--- config.mk ---
export PLATFORM = sky130hd
export DESIGN_NAME = mole_round_ctrl_flat
export DESIGN_NICKNAME = d
export VERILOG_FILES = /design/src/rtl/mole_round_ctrl_if.sv /design/src/rtl/mole_round_ctrl.sv /design/src/flat_wrapper.sv
export SDC_FILE = /design/constraint.sdc
export NUM_CORES = 1
export LEC_CHECK = 0
export BUFFER_PORTS_ARGS = -buffer_cell sky130_fd_sc_hd__buf_2
export CAP_MARGIN = 20
export CORE_MARGIN = 3
export CORE_UTILIZATION = 51
export CTS_BUF_LIST = sky130_fd_sc_hd__clkbuf_16
export CTS_CLUSTER_SIZE = 40
export DETAILED_ROUTE_END_ITERATION = 8
export GPL_TIMING_DRIVEN = 0
export PLACE_DENSITY = 0.65
export REMOVE_ABC_BUFFERS = 1
export SLEW_MARGIN = 5
export SYNTH_ARGS = -nofsm -noshare
export SYNTH_HDL_FRONTEND = slang
export SYNTH_SLANG_ARGS = --single-unit
--- constraint.sdc ---
create_clock -name clk -period 4.86 [get_ports clk]
set_input_delay 0.486 -clock clk [delete_from_list [all_inputs] [get_ports clk]]
set_output_delay 0.486 -clock clk [all_outputs]
set_load 0.01 [all_outputs]
--- src/rtl/mole_round_ctrl_if.sv ---
// Bundles the key/start inputs and the LED/score/status outputs of the
// Whack-A-Mole round controller into one port.
// Ports: start, key_n (to controller); mole_led, score, misses, game_over,
//        hit_pulse, miss_pulse (from controller).
interface mole_round_ctrl_if #(
  parameter int NUM_MOLES = 4,
  parameter int SCORE_W   = 8
);
  logic                 start;
  logic [NUM_MOLES-1:0] key_n;
  logic [NUM_MOLES-1:0] mole_led;
  logic [SCORE_W-1:0]   score;
  logic [3:0]           misses;
  logic                 game_over;
  logic                 hit_pulse;
  logic                 miss_pulse;

  // Stimulus / board side: drives start and keys, observes game outputs.
  modport master (
    output start, key_n,
    input  mole_led, score, misses, game_over, hit_pulse, miss_pulse
  );

  // Controller side.
  modport slave (
    input  start, key_n,
    output mole_led, score, misses, game_over, hit_pulse, miss_pulse
  );
endinterface

--- src/rtl/mole_round_ctrl.sv ---
// Purpose: Whack-A-Mole sequencer: raises one mole at a time, scores key presses, ends game after MAX_MISSES.
// Latency: a press sampled in cycle N updates pulses, score/misses and LEDs in cycle N+1.
// Backpressure: none; keys and start are sampled every cycle, outputs are registered levels/strobes.
//
// Ports: clk, rst (sync, active-high); bus (mole_round_ctrl_if.slave):
//   start, key_n[NUM_MOLES] in; mole_led[NUM_MOLES], score[SCORE_W], misses[4],
//   game_over, hit_pulse, miss_pulse out.
// Build option: define SPEEDUP_EN to shrink the hit window by STEP_TICKS per point,
//   floored at MIN_UP_TICKS; otherwise the window is fixed at UP_TICKS.
module mole_round_ctrl #(
  parameter int          NUM_MOLES    = 4,
  parameter int          UP_TICKS     = 25_000_000,
  parameter int          GAP_TICKS    = 12_500_000,
  parameter int          MAX_MISSES   = 3,
  parameter int          SCORE_W      = 8,
  parameter logic [15:0] LFSR_SEED    = 16'hACE1,
  parameter int          STEP_TICKS   = 1_000_000,
  parameter int          MIN_UP_TICKS = 5_000_000
) (
  input  logic             clk,
  input  logic             rst,
  mole_round_ctrl_if.slave bus
);

  localparam int IDX_W = $clog2(NUM_MOLES);

  // Elaboration-time sanity checks on the configuration.
  if (NUM_MOLES < 2 || NUM_MOLES > 16 || (1 << IDX_W) != NUM_MOLES) begin : g_bad_num_moles
    $error("NUM_MOLES must be a power of 2 in 2..16");
  end
  if (MAX_MISSES < 1 || MAX_MISSES > 15) begin : g_bad_max_misses
    $error("MAX_MISSES must be in 1..15");
  end
  if (LFSR_SEED == 16'h0000) begin : g_bad_seed
    $error("LFSR_SEED must be non-zero");
  end
  if (UP_TICKS < 1 || GAP_TICKS < 1 || MIN_UP_TICKS < 1 || MIN_UP_TICKS > UP_TICKS || STEP_TICKS < 0)
  begin : g_bad_ticks
    $error("tick parameters out of range");
  end

  typedef enum logic [1:0] {IDLE, GAP, UP, OVER} state_e;

  state_e               state_q, state_d;
  logic [31:0]          timer_q, timer_d;
  logic [15:0]          lfsr_q, lfsr_d;
  logic [NUM_MOLES-1:0] prev_key_q, prev_key_d;
  logic [IDX_W-1:0]     last_idx_q, last_idx_d;
  logic [NUM_MOLES-1:0] mole_led_q, mole_led_d;
  logic [SCORE_W-1:0]   score_q, score_d;
  logic [3:0]           misses_q, misses_d;
  logic                 game_over_q, game_over_d;
  logic                 hit_pulse_q, hit_pulse_d;
  logic                 miss_pulse_q, miss_pulse_d;

  logic [NUM_MOLES-1:0] press;
  logic [IDX_W-1:0]     new_idx;
  logic                 gap_done;
  logic [31:0]          up_last;   // timer value of the last cycle of the hit window

  assign press    = ~bus.key_n & prev_key_q;
  assign gap_done = (timer_q == 32'(GAP_TICKS - 1));

`ifdef SPEEDUP_EN
  // Window is latched on the GAP->UP transition so a point scored mid-game
  // only affects the next mole.
  logic [31:0] win_q, win_d, shrink, win_entry;

  always_comb begin
    shrink    = 32'(score_q) * 32'(STEP_TICKS);
    win_entry = 32'(MIN_UP_TICKS);
    if (shrink < 32'(UP_TICKS) && (32'(UP_TICKS) - shrink) > 32'(MIN_UP_TICKS)) begin
      win_entry = 32'(UP_TICKS) - shrink;
    end
    win_d = win_q;
    if (state_q == GAP && gap_done) begin
      win_d = win_entry;
    end
  end

  always_ff @(posedge clk) begin
    if (rst) win_q <= 32'(UP_TICKS);
    else     win_q <= win_d;
  end

  assign up_last = win_q - 32'd1;
`else
  assign up_last = 32'(UP_TICKS - 1);
`endif

  always_comb begin
    state_d      = state_q;
    timer_d      = timer_q;
    // Fibonacci LFSR, taps 16,14,13,11, free-running in every state.
    lfsr_d       = {lfsr_q[14:0], lfsr_q[15] ^ lfsr_q[13] ^ lfsr_q[12] ^ lfsr_q[10]};
    prev_key_d   = bus.key_n;
    last_idx_d   = last_idx_q;
    mole_led_d   = mole_led_q;
    score_d      = score_q;
    misses_d     = misses_q;
    game_over_d  = game_over_q;
    hit_pulse_d  = 1'b0;
    miss_pulse_d = 1'b0;

    // Avoid showing the same hole twice in a row.
    new_idx = lfsr_q[IDX_W-1:0];
    if (new_idx == last_idx_q) begin
      new_idx = new_idx + IDX_W'(1);
    end

    case (state_q)
      IDLE: begin
        mole_led_d = '0;
        if (bus.start) begin
          state_d  = GAP;
          score_d  = '0;
          misses_d = '0;
          timer_d  = '0;
        end
      end

      GAP: begin
        if (gap_done) begin
          state_d    = UP;
          timer_d    = '0;
          last_idx_d = new_idx;
          mole_led_d = NUM_MOLES'(1) << new_idx;
        end else begin
          timer_d = timer_q + 32'd1;
        end
      end

      UP: begin
        if (press[last_idx_q]) begin
          // Correct key wins over a simultaneous wrong key or timeout.
          hit_pulse_d = 1'b1;
          if (score_q != '1) score_d = score_q + SCORE_W'(1);
          mole_led_d  = '0;
          timer_d     = '0;
          state_d     = GAP;
        end else if ((|press) || (timer_q == up_last)) begin
          miss_pulse_d = 1'b1;
          misses_d     = misses_q + 4'd1;
          mole_led_d   = '0;
          timer_d      = '0;
          if ((misses_q + 4'd1) == 4'(MAX_MISSES)) begin
            state_d     = OVER;
            game_over_d = 1'b1;
            mole_led_d  = '1;
          end else begin
            state_d = GAP;
          end
        end else begin
          timer_d = timer_q + 32'd1;
        end
      end

      OVER: begin
        if (bus.start) begin
          state_d     = GAP;
          score_d     = '0;
          misses_d    = '0;
          game_over_d = 1'b0;
          mole_led_d  = '0;
          timer_d     = '0;
        end
      end

      default: state_d = IDLE;
    endcase
  end

  always_ff @(posedge clk) begin
    if (rst) begin
      state_q      <= IDLE;
      timer_q      <= '0;
      lfsr_q       <= LFSR_SEED;
      prev_key_q   <= '1;
      last_idx_q   <= '0;
      mole_led_q   <= '0;
      score_q      <= '0;
      misses_q     <= '0;
      game_over_q  <= 1'b0;
      hit_pulse_q  <= 1'b0;
      miss_pulse_q <= 1'b0;
    end else begin
      state_q      <= state_d;
      timer_q      <= timer_d;
      lfsr_q       <= lfsr_d;
      prev_key_q   <= prev_key_d;
      last_idx_q   <= last_idx_d;
      mole_led_q   <= mole_led_d;
      score_q      <= score_d;
      misses_q     <= misses_d;
      game_over_q  <= game_over_d;
      hit_pulse_q  <= hit_pulse_d;
      miss_pulse_q <= miss_pulse_d;
    end
  end

  assign bus.mole_led   = mole_led_q;
  assign bus.score      = score_q;
  assign bus.misses     = misses_q;
  assign bus.game_over  = game_over_q;
  assign bus.hit_pulse  = hit_pulse_q;
  assign bus.miss_pulse = miss_pulse_q;

endmodule

--- src/flat_wrapper.sv ---
// flat-port wrapper written by rule: the top's interface ports become plain ports
module mole_round_ctrl_flat 
#(
  parameter int          NUM_MOLES    = 4,
  parameter int          UP_TICKS     = 25_000_000,
  parameter int          GAP_TICKS    = 12_500_000,
  parameter int          MAX_MISSES   = 3,
  parameter int          SCORE_W      = 8,
  parameter logic [15:0] LFSR_SEED    = 16'hACE1,
  parameter int          STEP_TICKS   = 1_000_000,
  parameter int          MIN_UP_TICKS = 5_000_000
)
  (clk, rst, bus_start, bus_key_n, bus_mole_led, bus_score, bus_misses, bus_game_over, bus_hit_pulse, bus_miss_pulse);
  mole_round_ctrl_if #(.NUM_MOLES(NUM_MOLES), .SCORE_W(SCORE_W)) bus_i ();
  input  logic clk;
  input  logic rst;
  input wire logic [$bits(bus_i.start)-1:0] bus_start;
  input wire logic [$bits(bus_i.key_n)-1:0] bus_key_n;
  output wire logic [$bits(bus_i.mole_led)-1:0] bus_mole_led;
  output wire logic [$bits(bus_i.score)-1:0] bus_score;
  output wire logic [$bits(bus_i.misses)-1:0] bus_misses;
  output wire logic [$bits(bus_i.game_over)-1:0] bus_game_over;
  output wire logic [$bits(bus_i.hit_pulse)-1:0] bus_hit_pulse;
  output wire logic [$bits(bus_i.miss_pulse)-1:0] bus_miss_pulse;
  assign bus_i.start = bus_start;
  assign bus_i.key_n = bus_key_n;
  assign bus_mole_led = bus_i.mole_led;
  assign bus_score = bus_i.score;
  assign bus_misses = bus_i.misses;
  assign bus_game_over = bus_i.game_over;
  assign bus_hit_pulse = bus_i.hit_pulse;
  assign bus_miss_pulse = bus_i.miss_pulse;
  mole_round_ctrl #(.NUM_MOLES(NUM_MOLES), .UP_TICKS(UP_TICKS), .GAP_TICKS(GAP_TICKS), .MAX_MISSES(MAX_MISSES), .SCORE_W(SCORE_W), .LFSR_SEED(LFSR_SEED), .STEP_TICKS(STEP_TICKS), .MIN_UP_TICKS(MIN_UP_TICKS)) u_core (.clk(clk), .rst(rst), .bus(bus_i));
endmodule
==> results of run 1 <==
final cells by class:
type                            instances  area (um2)  share of cell area
Multi-Input combinational cell        341        2155              0.5053
Sequential cell                        75        1501              0.3521
Clock buffer                            9       225.2             0.05282
Timing Repair Buffer                   27       151.4             0.03550
Tap cell                               96       120.1             0.02817
Clock inverter                          7       70.07             0.01643
Inverter                               11       41.29            0.009683
through the flow:
stage	worst slack (ns)	cell area (um2)	total power [mW]
after global routing	1.700	4264	1.831
after CTS	1.794	4238	1.741
final	1.972	4264	1.735
after floorplan	2.504	3697	0.9723
after detailed placement	1.818	3943	1.082
after global placement	1.847	3943	1.073
synthesized netlist by cell type (all sizes together), types with 9 or more instances:
cell type and count:
dfxtp 75, a21oi 22, clkbuf 13, and4 10, or3 22, xor2 10
nand2 53, o21ai 14, nand3 52, or2 13, inv 11, nand4 14
buf 9, nor2b 12, nor2 31
power groups by stage:
stage / sequential [mW] / combinational, mW / clock (mW)
after global placement: 0.698 / 0.375 / 0
after detailed placement: 0.701 / 0.382 / 0
after floorplan: 0.699 / 0.273 / 0
final: 0.688 / 0.397 / 0.650
after CTS: 0.687 / 0.385 / 0.668
after global routing: 0.693 / 0.445 / 0.692
cell families after synthesis:
logic type | share of synthesized area
XOR/XNOR | 0.02535
AO/OA/AOI/OAI | 0.1492
buffers and inverters | 0.03787
adder cells (fa/ha/maj) | 0.02305
multiplexers | 0.01976
flip-flops | 0.3951
AND/OR/NAND/NOR | 0.3497
state kept, by name, summed over array words and instances (netlist names), 2 cells and up:
| name | flops |
|---|---|
| u_core.bus.misses | 4 |
| u_core.bus.score | 8 |
| u_core.timer_q | 32 |
| u_core.last_idx_q | 2 |
| u_core.state_q | 2 |
| u_core.prev_key_q | 4 |
| u_core.lfsr_q | 16 |
| u_core.bus.mole_led | 4 |
final timing paths:
check                    startpoint              endpoint  slack, ns
setup / recovery  u_core.state_q[0]    u_core.timer_q[19]       1.97
hold reg to reg   u_core.lfsr_q[14]     u_core.lfsr_q[15]       0.41
setup reg to reg  u_core.state_q[0]    u_core.timer_q[19]       1.97
hold / removal         bus_key_n[2]  u_core.prev_key_q[2]       0.37
metal layers:
layer	global-route usage	vias to the layer above	wire length, um
met5	0	-	0
met4	0.07426	0	140
met3	0.05280	13	273
met2	0.3063	56	3735
met1	0.2704	1553	3958
li1	-	1668	-
==> metrics.md, run 1 <==
| Metric | Value |
|---|---|
| 1st-pass router iterations | 4 |
| Mean Syn Cell Area | ~8.5 um2 |
| Fmax | between 300 and 400 MHz |
| CTS Hold Bufs | 0 |
| Clk pin slew, worst setup/hold paths | 0.06 ns |
| P per Cell Area | ~410 nW/um2 |
| Post-DP HPWL | about 5500 um |
| Final setup violation count | 0 |
| DP Cell Count | between 500 and 600 |
| Hold WS | 0.3731 ns |
| CP max FO | 17 |
| CP peak stage delay | 0.66 ns |
| Post-Syn Instances | between 400 and 500 |
| Status | complete, no violations |
| Total negative slack | 0 ns |
| Fillers | around 660 |
| Vias per cell | around 5.8 |
| Yosys warns | 0 |
| Clk sink count | between 70 and 80 |
| Via Count | between 3000 and 4000 |
| Setup Crit Path Kind | reg -> reg |
| Overall routing resource usage | 0.2000 |
| Synth Register Bits | 75 |
| Clk root buf | clkbuf_16 |
| Psw | ~560 uW |
| Utilization after layout | 0.6075 |
| ANT cells | 0 |
| Top post-synthesis cells by area | dfxtp_1 (40%), nand3_1 (6.8%), nand2_1 (5.2%) |
| DRC | 0 |
| Area of the core | 7019 um2 |
| Drt initial violations | around 150 |
| Post-route antenna net violation count | 0 |
| R2R cell count | 8 |
| Required time of the critical path | 5.09 ns |
| Critical-path cell list | inv_1 -> ha_1 -> nor2b_1 -> and2_1 -> buf_6 -> o31a_1 -> o21ai_0 -> o41ai_1 |
| Setup crit end kind | flop |
| Leading area contributor after synthesis | dfxtp_1 |
| Worst Max-Slew Pin Slew | roughly 0.75 ns |
| Final Skew | 0.004174 ns |
| Sequential Power Share | 0.397 |
| WP buf/inv | 2 |
| Hold Vio Cnt, Final | 0 |
| Die area | around 8500 um2 |
| Hold path depth | 2 |
| Post-CTS sizing | 0 |
| H-tree depth | 3 |
| Post-Synthesis Cell Area | between 3000 and 4000 um2 |
| Internal | approximately 1.2 mW |
| Distinct cells, synth | just under 60 |
| Chip width | 92.32 um |
| WL final | ~8000 um |
| Unrepaired setup endpoints after global routing | false |
| Critical Path Slowest Stage Cell | nor2b_1 |
| Crit path depth | 8 |
| # rows | 30 |
| Clock latency on the worst-skew pair | 0.33 ns |
| Share of cells above drive strength 1 | 0.1532 |
| Number of synthesized flops with an enable pin | 0 |
| First-pass GRT wire length | between 10000 and 15000 um |
| Die Height | 92.32 um |
| Critical Path AT | 3.12 ns |
| Finished Layout Cells | 566 |
| Crit-path leading delay family | simple AND/OR/NAND/NOR gates |
| Register area share after synthesis | 0.3951 |
| Gpl congestion | ~0.85 |
| P&R area growth vs syn | 12.22% |
| Max Slew Vio Count | 0 |
| Peak supply drop | 228.9 uV |
| Maximum clock insertion buffer count | 2 |
| IO Port Bufs | 25 |
| Commonest non-fill, non-tap cell in the layout | dfxtp_1 |
| Initial antenna violation count | 0 |
| Synth top area share | 0.3951 |
| Most frequent cells in the layout | dfxtp_1 (75), nand2_1 (53), nand3_1 (52), nor2_1 (31), buf_2 (25) |
| Hold WC Path Type | in -> reg |
| # IOs | 26 |
| Routed length per placed instance | between 10 and 15 um |
| Post-CTS Setup Repair Bufs | 0 |
| Ys async rst share | 0 |
| Relative slew slack | 0.5014 |
| Fin crit share | 0.5943 |
| P_leak | around 1.6 nW |
| Vias in the first global route | 2892 |
| Num CTS Buffers | 9 |
| NumNets Final | 479 |
| Pin count of the biggest net entering global routing | 36 |
| Clk pwr share | 0.375 |
| Max cap viols | 0 |
| Synth Flop Type | dfxtp_1 |
| Fin crit period | around 2.9 ns |
| GR Overflow Total | 0 |
| Sw Ratio | 0.3231 |
| Initial Util | 0.5414 |
| TritonCTS clock tree | done |
| Startpoint types | flop |
| Combinational Power Share | 0.229 |
No activity file was read; power rests on OpenSTA's default activity.
==> run 2: changes to the inputs <==
Settings changed: PLACE_DENSITY 0.65 to 0.68.
Clock period 4.86 ns to 2.59 ns, I/O delays scaled along.
==> run 2 against run 1 <==
Final area is 0.88% higher. Combinational power is 94% higher. Non-clock buffer count is 1 lower. Register-to-register slack worse by 1.8 ns. Flip-flop and latch count stayed put. Routed wire length is 3.2% higher. Sequential share of layout area is 0.31 points lower. Via count is 1.5% higher. Critical endpoint is now u_core.timer_q[29].
==> metrics.md, run 2 (synthesized netlist as in run 1, its figures left out) <==
| Metric | Value |
|---|---|
| Clk sink count | 75 (unchanged) |
| Overall routing resource usage | 0.2017 (+0.001652) |
| Relative slew slack | 0.5942 (+0.09278) |
| Final Skew | 0.007757 ns (+0.003583 ns) |
| Fmax | 412.9 MHz (+19%) |
| Post-CTS Setup Repair Bufs | 0 (unchanged) |
| Pin count of the biggest net entering global routing | 36 (unchanged) |
| CP peak stage delay | 0.46 ns (-0.20 ns) |
| GR Overflow Total | 0 (unchanged) |
| Clk pin slew, worst setup/hold paths | 0.06 ns (about the same) |
| Initial Util | 0.5414 (unchanged) |
| Setup crit end kind | flop |
| Max Slew Vio Count | 0 (unchanged) |
| Clk root buf | clkbuf_16 |
| Unrepaired setup endpoints after global routing | false |
| ANT cells | 0 (unchanged) |
| Worst Max-Slew Pin Slew | 0.6087 ns (-0.1376 ns) |
| NumNets Final | 479 (unchanged) |
| Fillers | 642 (-2.6%) |
| Hold Vio Cnt, Final | 0 (unchanged) |
| Vias per cell | 5.898 (+1.5%) |
| Critical Path AT | 2.65 ns (-0.47 ns) |
| P&R area growth vs syn | 13.20% |
| Finished Layout Cells | 566 (unchanged) |
| Commonest non-fill, non-tap cell in the layout | dfxtp_1 |
| Gpl congestion | 0.8345 (-1.4%) |
| TritonCTS clock tree | done |
| Hold WS | 0.1382 ns (-0.2349 ns) |
| # rows | 30 (unchanged) |
| Drt initial violations | 159 (+3.9%) |
| Final setup violation count | 0 (unchanged) |
| Maximum clock insertion buffer count | 2 (unchanged) |
| P_leak | 1.579 nW (+1.4%) |
| Vias in the first global route | 2935 (+1.5%) |
| DRC | 0 (unchanged) |
| Die Height | 92.32 um (unchanged) |
| Max cap viols | 0 (unchanged) |
| Startpoint types | flop |
| P per Cell Area | 769.7 nW/um2 (+89%) |
| Fin crit share | 0.9351 (+0.3408) |
| Hold WC Path Type | in -> reg |
| Chip width | 92.32 um (unchanged) |
| Peak supply drop | 487.7 uV (+110%) |
| Clock latency on the worst-skew pair | 0.33 ns (about the same) |
| Die area | 8522 um2 (unchanged) |
| Critical Path Slowest Stage Cell | o211ai_4 |
| # IOs | 26 (unchanged) |
| DP Cell Count | 548 (unchanged) |
| Setup Crit Path Kind | reg -> reg |
| Status | complete, no violations |
| Num CTS Buffers | 9 (unchanged) |
| Required time of the critical path | 2.82 ns (-2.27 ns) |
| Max reg flops | 32 (unchanged) |
| IO Port Bufs | 25 (unchanged) |
| Via Count | 3338 (+1.5%) |
| Share of cells above drive strength 1 | 0.1660 (+0.01277) |
| 1st-pass router iterations | 4 (unchanged) |
| WL final | 8366 um (+3.2%) |
| Post-DP HPWL | 5357 um (-1.8%) |
| Most frequent cells in the layout | dfxtp_1 (75), nand2_1 (53), nand3_1 (52), nor2_1 (29), buf_2 (25) |
| First-pass GRT wire length | 14030 um (+1.2%) |
| H-tree depth | 3 (unchanged) |
| Routed length per placed instance | 14.78 um (+3.2%) |
| Critical-path cell list | ha_1 -> and4_2 -> nand4_2 -> o211a_1 -> o211ai_4 -> o21ai_1 -> a21o_1 |
| Total Power | 3.311 mW (+91%) |
| Post-route antenna net violation count | 0 (unchanged) |
| Area of the core | 7019 um2 (unchanged) |
| Fin crit period | 2.422 ns (-0.4665 ns) |
| Initial antenna violation count | 0 (unchanged) |
| Most flop-heavy register | u_core.timer_q |
| CP max FO | 13 (-4) |
==> run 2: cell count changes in the layout (fill, tap and decap cells not counted), moves of 2 or more <==
cell,delta
nor2_2,+2
nor2_1,-2
clkinvlp_4,-2
inv_6,+2
==> run 2: routing by layer <==
| metal | vias to the layer above | track usage | wire length, um |
|---|---|---|---|
| li1 | 1684 | - | - |
| met1 | 1588 | 0.2788 | 4140 |
| met2 | 59 | 0.3094 | 3821 |
| met3 | 7 | 0.03899 | 320 |
| met4 | 0 | 0.08045 | 83 |
| met5 | - | 0 | 0 |
==> run 2: layout make-up <==
class                      count  area, um2  area share
tap                           96      120.1     0.02792
multi-input combinational    342       2201      0.5116
inverter                      11      41.29    0.009599
clock buffer                   9      225.2     0.05236
clock inverter                 7      76.32     0.01774
sequential                    75       1501      0.3490
timing repair buffer          26      136.4     0.03170
==> run 2: through the flow <==
step | TNS (ns) | cell area, um2 | utilization | setup WS, ns
3_3_place_gp | -6.424 | 3943 | 0.5617 | -0.4237
2_1_floorplan | 0 | 3697 | - | 0.2336
5_1_grt | 0 | 4302 | 0.6128 | 0.02136
3_5_place_dp | -7.349 | 3943 | 0.5617 | -0.4777
4_1_cts | -0.1269 | 4262 | 0.6071 | -0.06363
6_report | 0 | 4302 | 0.6128 | 0.1681
==> run 2: timing repair <==
item	4_1_cts	5_1_grt
endpoints found under the setup margin	30	18
cloned	1	0
pin swaps	2	0
hold buffers	0	0
gates resized for setup	3	7
==> run 2: worst paths after layout <==
check	startpoint	endpoint	slack, ns	cells past startpoint
setup / recovery	u_core.timer_q[0]	u_core.timer_q[29]	0.17	7
hold / removal	bus_key_n[0]	u_core.prev_key_q[0]	0.14	2
setup reg to reg	u_core.timer_q[0]	u_core.timer_q[29]	0.17	7
hold reg to reg	u_core.lfsr_q[14]	u_core.lfsr_q[15]	0.41	1
==> run 2: critical path, delay by kind of cell (launching register included) <==
family	cells	cell delay, ns
and+or+nand+nor	2	0.52
AOI/OAI and AO/OA	4	1.15
adders and majority gates	1	0.24
DFF	1	0.39
==> run 2: where the power goes <==
group / total, mW / internal, mW / switching, mW
clock network: 1.25 / 0.752 / 0.499
logic: 0.771 / 0.244 / 0.527
registers: 1.29 / 1.22 / 0.0675
